==> config.mk <==
export PLATFORM = sky130hd
export DESIGN_NAME = seq_addsub
export DESIGN_NICKNAME = d
export VERILOG_FILES = /design/src/rtl/seq_addsub.sv
export SDC_FILE = /design/constraint.sdc
export NUM_CORES = 1
export LEC_CHECK = 0
export CAP_MARGIN = 10
export CORE_MARGIN = 1.5
export CORE_UTILIZATION = 24
export DETAILED_ROUTE_END_ITERATION = 12
export PLACE_DENSITY_LB_ADDON = 0.08
export SLEW_MARGIN = 20
export SYNTH_ARGS = -nofsm -noshare
export SYNTH_HDL_FRONTEND = slang
export SYNTH_SLANG_ARGS = --single-unit
==> constraint.sdc <==
create_clock -name clk -period 8.7 [get_ports clk]
set_input_delay 1.305 -clock clk [delete_from_list [all_inputs] [get_ports clk]]
set_output_delay 1.305 -clock clk [all_outputs]
set_load 0.01 [all_outputs]
==> src/rtl/seq_addsub.sv <==
// Multi-cycle adder/subtractor: CHUNK bits per clock, ripple carry held in a flop.
// Define SEQ_ADDSUB_FLAGS_EN to build the overflow/zero flag registers.
module seq_addsub #(
  parameter int WIDTH = 32,
  parameter int CHUNK = 8
) (
  input  logic             clk,
  input  logic             rst_n,
  input  logic             in_valid,
  output logic             in_ready,
  input  logic [WIDTH-1:0] a,
  input  logic [WIDTH-1:0] b,
  input  logic             sub,
  output logic             out_valid,
  input  logic             out_ready,
  output logic [WIDTH-1:0] sum,
  output logic             cout,
  output logic             overflow,
  output logic             zero
);
  localparam int N   = WIDTH / CHUNK;
  localparam int KW  = (N > 1) ? $clog2(N) : 1;
  localparam int MSB = WIDTH - 1;

  typedef enum logic [1:0] {IDLE, CALC, DONE} state_e;

  state_e           state_q, state_d;
  logic [WIDTH-1:0] a_q, a_d, b_q, b_d, sum_q, sum_d;
  logic             carry_q, carry_d, cout_q, cout_d;
  logic [KW-1:0]    k_q, k_d;
  logic [CHUNK:0]   csum;
  logic             last;

  always_comb begin
    state_d = state_q;
    a_d     = a_q;
    b_d     = b_q;
    sum_d   = sum_q;
    carry_d = carry_q;
    cout_d  = cout_q;
    k_d     = k_q;
    csum    = {1'b0, a_q[k_q*CHUNK +: CHUNK]} + {1'b0, b_q[k_q*CHUNK +: CHUNK]}
            + {{CHUNK{1'b0}}, carry_q};
    last    = (k_q == KW'(N - 1));
    case (state_q)
      IDLE: if (in_valid) begin
        // b is stored already inverted for subtract; carry-in supplies the +1
        a_d     = a;
        b_d     = sub ? ~b : b;
        carry_d = sub;
        k_d     = '0;
        state_d = CALC;
      end
      CALC: begin
        sum_d[k_q*CHUNK +: CHUNK] = csum[CHUNK-1:0];
        carry_d = csum[CHUNK];
        k_d     = k_q + 1'b1;
        if (last) begin
          k_d     = '0;
          cout_d  = csum[CHUNK];
          state_d = DONE;
        end
      end
      DONE: if (out_ready) state_d = IDLE;
      default: state_d = IDLE;
    endcase
  end

  always_ff @(posedge clk or negedge rst_n) begin
    if (!rst_n) begin
      state_q <= IDLE;
      a_q     <= '0;
      b_q     <= '0;
      sum_q   <= '0;
      carry_q <= 1'b0;
      cout_q  <= 1'b0;
      k_q     <= '0;
    end else begin
      state_q <= state_d;
      a_q     <= a_d;
      b_q     <= b_d;
      sum_q   <= sum_d;
      carry_q <= carry_d;
      cout_q  <= cout_d;
      k_q     <= k_d;
    end
  end

  assign in_ready  = (state_q == IDLE);
  assign out_valid = (state_q == DONE);
  assign sum       = sum_q;
  assign cout      = cout_q;

`ifdef SEQ_ADDSUB_FLAGS_EN
  logic ovf_q, ovf_d, zero_q, zero_d;

  // Flags latch from the fully assembled sum on the final CALC edge.
  always_comb begin
    ovf_d  = ovf_q;
    zero_d = zero_q;
    if (state_q == CALC && last) begin
      ovf_d  = (a_q[MSB] == b_q[MSB]) && (sum_d[MSB] != a_q[MSB]);
      zero_d = (sum_d == '0);
    end
  end

  always_ff @(posedge clk or negedge rst_n) begin
    if (!rst_n) begin
      ovf_q  <= 1'b0;
      zero_q <= 1'b0;
    end else begin
      ovf_q  <= ovf_d;
      zero_q <= zero_d;
    end
  end

  assign overflow = ovf_q;
  assign zero     = zero_q;
`else
  assign overflow = 1'b0;
  assign zero     = 1'b0;
`endif

endmodule

==> metrics.md, run 1 <==
| Metric | Value |
|---|---|
| Total wire length | `12100 um` |
| Number of cells on the critical path | `10` |
| Largest stage delay on the critical path | `0.60 ns` |
| I/O Buffers | `103` |
| Post-route setup slack | `5.42 ns` |
| List of most frequent post-synthesis cells | `dfrtp_1, nor2_1, a21oi_1` |
| Layout Nets | `583` |
| Detailed-router iteration count before antenna repair | `4` |
| Cell count after synthesis | `403` |
| Count of endpoints failing setup in the final report | `0` |
| Launch point of the worst reg-to-reg path | `k_q[0]$_DFFE_PN0P_` |
| Die span in x | `146 um` |
| Switching Power | `1.12 mW` |
| Main combinational cell family by area after synthesis | `multiplexers` |
| Site Rows | `52` |
| Number of gates given a new drive strength after cts | `0` |
| Comb power frac | `54.2%` |
| Startpoint Class | `flip-flop` |
| Fraction of the cycle the final worst path needs | `37.7%` |
| Post-synthesis average cell area | `12.2 sq um` |
| Synthesis-stage register bit count | `102` |
| Share of the yosys chip area belonging to registers | `52.1%` |
| Number of ports placed on the die boundary | `106` |
| Worst Path Class, Setup | `flip-flop to flip-flop` |
| Status | `finished, final reports clean` |
| Adder-cell share of the synthesized area | `4.13%` |
| Clock-pin slew on the worst setup and hold paths | `0.07 ns` |
| Leading cell type by number of instances after synthesis | `dfrtp_1` |
| Placement-stage worst setup slack | `5.36 ns` |
| Cells along the critical path | `buf_4 -> mux4_2 -> fa_1 -> inv_1 -> fa_1 -> nor2b_1 -> o2111ai_1 -> a31oi_1 -> a31oi_1 -> a22o_1` |
| P_leak | `2.59 nW` |
| Max transition margin | `31.9%` |
| Critical-path cell with the highest stage delay | `mux4_2` |
| Clk sinks | `102` |
| Critical path arrival | `3.57 ns` |
| Via total after detailed routing | `3305` |
| Switching portion of total power | `42.4%` |
| Number of distinct library cell variants in the gate-level netlist after synthesis | `41` |
| Simple-gate share of the synthesized area | `7.04%` |
| Maximum vdd drop | `0.000157 V` |
| Slew of the pin with the lowest slew margin | `1.02 ns` |
| Synth async-reset ratio | `100%` |
| Post-detailed-placement half-perimeter wirelength | `8970 um` |
| Max capacitance violation total | `0` |
| Largest delay contributor family on the critical path | `compound AO/OA/AOI/OAI gates` |
| Maximum number of pins on one net before global-route repair | `97` |
| Start point of the worst min-delay path | `a_q[16]$_DFFE_PN0P_` |
| Hold/Removal Path Class | `flip-flop to flip-flop` |
| Accumulated negative setup slack | `0 ns` |
| Area enclosed by the die boundary | `21300 sq um` |
| Fraction of the mapped netlist area in compound gates | `11.5%` |
| Sequential cell fraction of total power | `30.2%` |
| Detail-routed net length per standard cell | `15.7 um` |
| Endpoint required time on the critical path | `8.99 ns` |
| Number of antenna repair diodes | `0` |
| Multiplexer area fraction after synthesis | `14.9%` |
| FMAX | `0.305 GHz` |
| Power density over cell area | `409 nW/um^2` |
| First-pass GRT wire length | `19800 um` |
| TritonCTS clock tree | `done` |
| Buffer depth of the longest clock path | `2` |
| Vias/cell | `4.27` |
| Area added between synthesis and finish | `31.6%` |
| Number of pins exceeding their max-slew limit in the final report | `0` |
| Endpoint type of the worst setup path | `flip-flop` |
| H-tree Lvls | `3` |
| Proportion of netlist area held by the largest area contributor | `52.1%` |
| Int Power | `1.52 mW` |
| Number of global-route vias before repair | `3484` |
| Last weighted congestion value of the routability-driven placer | `0.701` |
| Count of cells along the worst hold path | `1` |
| Initial core utilization | `24.4%` |
| Main area contributors after synthesis | `dfrtp_1, mux2_1, mux4_2, xnor2_1, a22o_1` |
| Post-synth EDFFs | `0` |
| Final hold viol count | `0` |
| Most frequently used flop master after synthesis | `dfrtp_1` |
| Maximum fanout along the worst path | `25` |
| Layout cells sized above 1 | `9.33%` |
| Placeable core area | `20100 sq um` |
| Post-CTS setup-driven buffer insertion count | `0` |
| Unrepaired setup endpoints after global routing | `false` |
| Clk Latency, worst-skew pair | `0.36 ns` |
| FF-to-FF setup slack | `5.42 ns` |
| Top cell type by total area after synthesis | `dfrtp_1` |
| Clock buffer count from CTS | `9` |
| Number of hold buffers added after CTS | `0` |
| Worst setup path startpoint | `k_q[0]$_DFFE_PN0P_` |
| Number of DRC markers after the initial detailed-route iteration | `111` |
| Die Ht | `146 um` |
| Number of nets still failing antenna checks after routing | `0` |
| Warning count from the yosys run | `0` |
| Remaining DRCs | `0` |
| Final Skew | `0.00789 ns` |
| Post-synthesis share of cell area spent on xor and xnor gates | `6.43%` |
| Clock root cell | `clkbuf_16` |
| Logic depth of the worst register-to-register path | `10` |
| Clock power frac | `15.6%` |
| Number of buffer and inverter instances along the worst setup path | `2` |
| Aggregate global routing overflow | `0` |
| Post-synth design cell area | `4900 sq um` |
| Combined global-route utilization of all metal layers | `12.2%` |
| Final worst path period need | `3.28 ns` |
| Antenna violations before repair | `0` |
state kept, by name, summed over array words and instances (netlist names):
signal	cells
sum	32
a_q	32
carry_q	1
state_q	2
b_q	32
k_q	2
cout	1
power groups by stage:
stage / Sequential (mW) / Clock, mW / Combinational, mW
after global routing: 0.827 / 0.447 / 1.60
final: 0.796 / 0.412 / 1.43
after floorplan: 0.792 / 0 / 0.971
after detailed placement: 0.808 / 0 / 1.46
after global placement: 0.803 / 0 / 1.44
after CTS: 0.799 / 0.426 / 1.46
metrics by stage:
stage	hold slack [ns]	std cells	util [%]	area [sq um]	power, mW
5_1_grt	0.501	774	32.1	6450	2.87
4_1_cts	0.485	774	32.1	6450	2.69
2_1_floorplan	0.452	404	-	4910	1.76
3_5_place_dp	0.469	758	30.6	6150	2.26
6_report	0.483	774	32.1	6450	2.64
3_3_place_gp	0.464	758	30.6	6150	2.24
path summary, 6_finish.rpt:
kind                                       end
setup / recovery           sum[14]$_DFFE_PN0P_
hold / removal             a_q[16]$_DFFE_PN0P_
setup reg to reg           sum[14]$_DFFE_PN0P_
hold reg to reg            a_q[16]$_DFFE_PN0P_
max in group asynchronous  a_q[14]$_DFFE_PN0P_
min in group asynchronous  sum[19]$_DFFE_PN0P_
layout make-up:
cell class / count / area [sq um]
fillers: 2031 / 13700
flip-flops and latches: 102 / 2550
multi-input cells: 269 / 2170
repair buffers: 107 / 1050
well taps: 270 / 338
clock buffers: 9 / 225
clock inverters: 7 / 73.8
inverters: 10 / 37.5
routing by layer:
layer,GRT usage [%],vias up,routed length [um]
li1,-,1614,-
met1,16.0,1605,5750
met2,19.6,76,5750
met3,2.26,10,433
met4,5.26,0,206
met5,0,-,0
kinds of logic (layout without fill, tap and decap cells):
family	count (synthesis)	in the layout
flops	102	102
compound gates	88	88
mux	49	49
fa+ha+maj	15	15
buf+inv	33	133
other cells	1	2
simple gates	79	79
xor+xnor	36	36
cell usage in the layout (no fill, tap or decap), types with 2 or more instances in the layout:
master           instances
a21o_1                   3
a21oi_1                 36
a22o_1                  22
a31oi_1                  3
buf_4                    5
clkbuf_16                9
clkdlybuf4s50_1        101
clkinv_2                 2
clkinv_4                 2
conb_1                   2
dfrtp_1                102
fa_1                     2
ha_1                    13
inv_1                   10
mux2_1                  32
mux4_2                  16
nand2_1                 18
nand2_2                  2
nand4_1                  4
nor2_1                  46
nor2_2                   2
o21ai_0                  2
o21ai_1                 13
xnor2_1                 34
xor2_1                   2
Power figures use the tool's default switching activity.
==> run 2, diff against run 1 <==
Clock period 8.7 ns to 3.22 ns, I/O delays scaled along.
==> metrics.md, run 2 (synthesized netlist as in run 1, its figures left out) <==
| Metric | Value |
|---|---|
| Status | `finished, final reports clean (unchanged)` |
| Final Skew | `0.00573 ns (was 0.00789 ns)` |
| Endpoint required time on the critical path | `3.51 ns (was 8.99 ns)` |
| Hold/Removal Path Class | `input port to async pin (was flip-flop to flip-flop)` |
| Critical path arrival | `3.17 ns (was 3.57 ns)` |
| Worst setup path startpoint | `k_q[1]$_DFFE_PN0P_ (was k_q[0]$_DFFE_PN0P_)` |
| Remaining DRCs | `0 (unchanged)` |
| Combined global-route utilization of all metal layers | `12.5% (was 12.2%)` |
| Launch point of the worst reg-to-reg path | `k_q[1]$_DFFE_PN0P_ (was k_q[0]$_DFFE_PN0P_)` |
| Count of endpoints failing setup in the final report | `0 (unchanged)` |
| Buffer depth of the longest clock path | `2 (unchanged)` |
| Max capacitance violation total | `0 (unchanged)` |
| Clock buffer count from CTS | `9 (unchanged)` |
| Commonest cells after routing, fill and taps aside | `dfrtp_1, clkdlybuf4s50_1, nor2_1 (unchanged)` |
| Number of nets still failing antenna checks after routing | `0 (unchanged)` |
| Endpoint type of the worst setup path | `flip-flop (unchanged)` |
| Maximum vdd drop | `0.000611 V (was 0.000157 V)` |
| Number of gates given a new drive strength after cts | `0 (unchanged)` |
| Vias/cell | `4.32 (was 4.27)` |
| Logic depth of the worst register-to-register path | `9 (was 10)` |
| Maximum number of pins on one net before global-route repair | `55 (was 97)` |
| Unrepaired setup endpoints after global routing | `false (unchanged)` |
| Filler instances | `2018 (was 2031)` |
| Last weighted congestion value of the routability-driven placer | `0.714 (was 0.701)` |
| First-pass GRT wire length | `20200 um (was 19800 um)` |
| Site Rows | `52 (unchanged)` |
| Layout Nets | `588 (was 583)` |
| Final hold viol count | `0 (unchanged)` |
| P_leak | `2.64 nW (was 2.59 nW)` |
| Critical register-to-register path endpoint | `sum[6]$_DFFE_PN0P_ (was sum[14]$_DFFE_PN0P_)` |
| Clk Latency, worst-skew pair | `0.35 ns (was 0.36 ns)` |
| Clk sinks | `102 (unchanged)` |
| Max transition margin | `42.4% (was 31.9%)` |
| Utilization of the core after routing | `32.6% (was 32.1%)` |
| Number of DRC markers after the initial detailed-route iteration | `156 (was 111)` |
| Initial core utilization | `24.4% (unchanged)` |
| Placed instance area | `6230 sq um (was 6150 sq um)` |
| Number of hold buffers added after CTS | `0 (unchanged)` |
| Total wire length | `12500 um (was 12100 um)` |
| Post-detailed-placement half-perimeter wirelength | `9560 um (was 8970 um)` |
| Die Ht | `146 um (unchanged)` |
| Layout cells sized above 1 | `10.2% (was 9.33%)` |
| Via total after detailed routing | `3362 (was 3305)` |
| Worst Path Class, Setup | `flip-flop to flip-flop (unchanged)` |
| Startpoint Class | `flip-flop (unchanged)` |
| Slew of the pin with the lowest slew margin | `0.865 ns (was 1.02 ns)` |
| I/O Buffers | `103 (unchanged)` |
| Number of ports placed on the die boundary | `106 (unchanged)` |
| Fraction of the cycle the final worst path needs | `89.3% (was 37.7%)` |
| Antenna violations before repair | `0 (unchanged)` |
| Post-CTS setup-driven buffer insertion count | `0 (unchanged)` |
| Area added between synthesis and finish | `33.8% (was 31.6%)` |
| Accumulated negative setup slack | `0 ns (unchanged)` |
| Clock root cell | `clkbuf_16 (unchanged)` |
| Clock-pin slew on the worst setup and hold paths | `0.07 ns (about the same)` |
| Final worst path period need | `2.88 ns (was 3.28 ns)` |
| FF-to-FF setup slack | `0.34 ns (was 5.42 ns)` |
| Detailed-router iteration count before antenna repair | `4 (unchanged)` |
| Placeable core area | `20100 sq um (unchanged)` |
| Aggregate global routing overflow | `0 (unchanged)` |
| H-tree Lvls | `3 (unchanged)` |
| Area enclosed by the die boundary | `21300 sq um (unchanged)` |
| Number of pins exceeding their max-slew limit in the final report | `0 (unchanged)` |
| Detail-routed net length per standard cell | `16.1 um (was 15.7 um)` |
| End of the critical path | `sum[6]$_DFFE_PN0P_ (was sum[14]$_DFFE_PN0P_)` |
| Number of global-route vias before repair | `3525 (was 3484)` |
| FMAX | `0.348 GHz (was 0.305 GHz)` |
| Most common cell after layout, fill and taps aside | `dfrtp_1 (unchanged)` |
| Hold slack final | `0.187 ns (was 0.483 ns)` |
| Cell area after layout | `6560 sq um (was 6450 sq um)` |
| Number of antenna repair diodes | `0 (unchanged)` |
| Die span in x | `146 um (unchanged)` |
| Placed cells | `763 (was 758)` |
| Post-route non-filler standard cell count | `779 (was 774)` |
| Power density over cell area | `1110 nW/um^2 (was 409 nW/um^2)` |
| TritonCTS clock tree | `done (unchanged)` |
| Maximum fanout along the worst path | `10 (was 25)` |
[run 2: changes by cell type in the layout (fill, tap and decap cells not counted)]
cell | before | now
buf_12 | 0 | 3
buf_4 | 5 | 7
bufinv_16 | 1 | 2
clkbuf_8 | 0 | 2
clkinv_2 | 2 | 1
clkinv_4 | 2 | 1
inv_6 | 1 | 0
[run 2: area by class of cell]
class | count | area, sq um | area share, %
tap | 270 | 338 | 5.15
multi-input combinational | 269 | 2170 | 33.1
inverter | 10 | 37.5 | 0.572
clock buffer | 11 | 253 | 3.85
clock inverter | 5 | 81.3 | 1.24
sequential | 102 | 2550 | 38.9
timing repair buffer | 112 | 1130 | 17.2
[run 2: metal layers]
metal  wire length (um)  GRT usage, %  vias up
met3                449          2.35       12
met5                  0             0        -
li1                   -             -     1631
met4                238          5.51        0
met2               5820          19.3       78
met1               6000          16.9     1641
[run 2: how the worst min path moves through the flow]
stage,startpoint,to,slack [ns],cells past startpoint
after floorplan,rst_n,a_q[0]$_DFFE_PN0P_,0.19,0
after global placement,a_q[17]$_DFFE_PN0P_,a_q[17]$_DFFE_PN0P_,0.47,1
after detailed placement,a_q[25]$_DFFE_PN0P_,a_q[25]$_DFFE_PN0P_,0.47,1
after CTS,rst_n,sum[4]$_DFFE_PN0P_,0.22,1
after global routing,rst_n,sum[4]$_DFFE_PN0P_,0.24,1
final,rst_n,sum[4]$_DFFE_PN0P_,0.19,1
[run 2: through the flow]
step	total power, mW	worst slack (ns)
after detailed placement	6.16	0.351
final	7.30	0.344
after floorplan	4.76	0.389
after global placement	6.15	0.401
after CTS	7.41	0.319
after global routing	7.87	0.102
[run 2: worst max-delay path, stage by stage, from the launching register on]
cell and delay, ns:
dfrtp_1 0.64, mux4_2 0.40, fa_1 0.46, inv_1 0.09, fa_1 0.20, nor2b_1 0.07
o2111ai_1 0.23, a31oi_1 0.15, a31oi_1 0.38, a22o_1 0.19
[run 2: where the power goes]
group	leakage [nW]	internal, mW	switching [mW]
clock	0.162	0.724	0.489
sequential	1.24	1.84	0.369
combinational	1.24	1.71	2.16
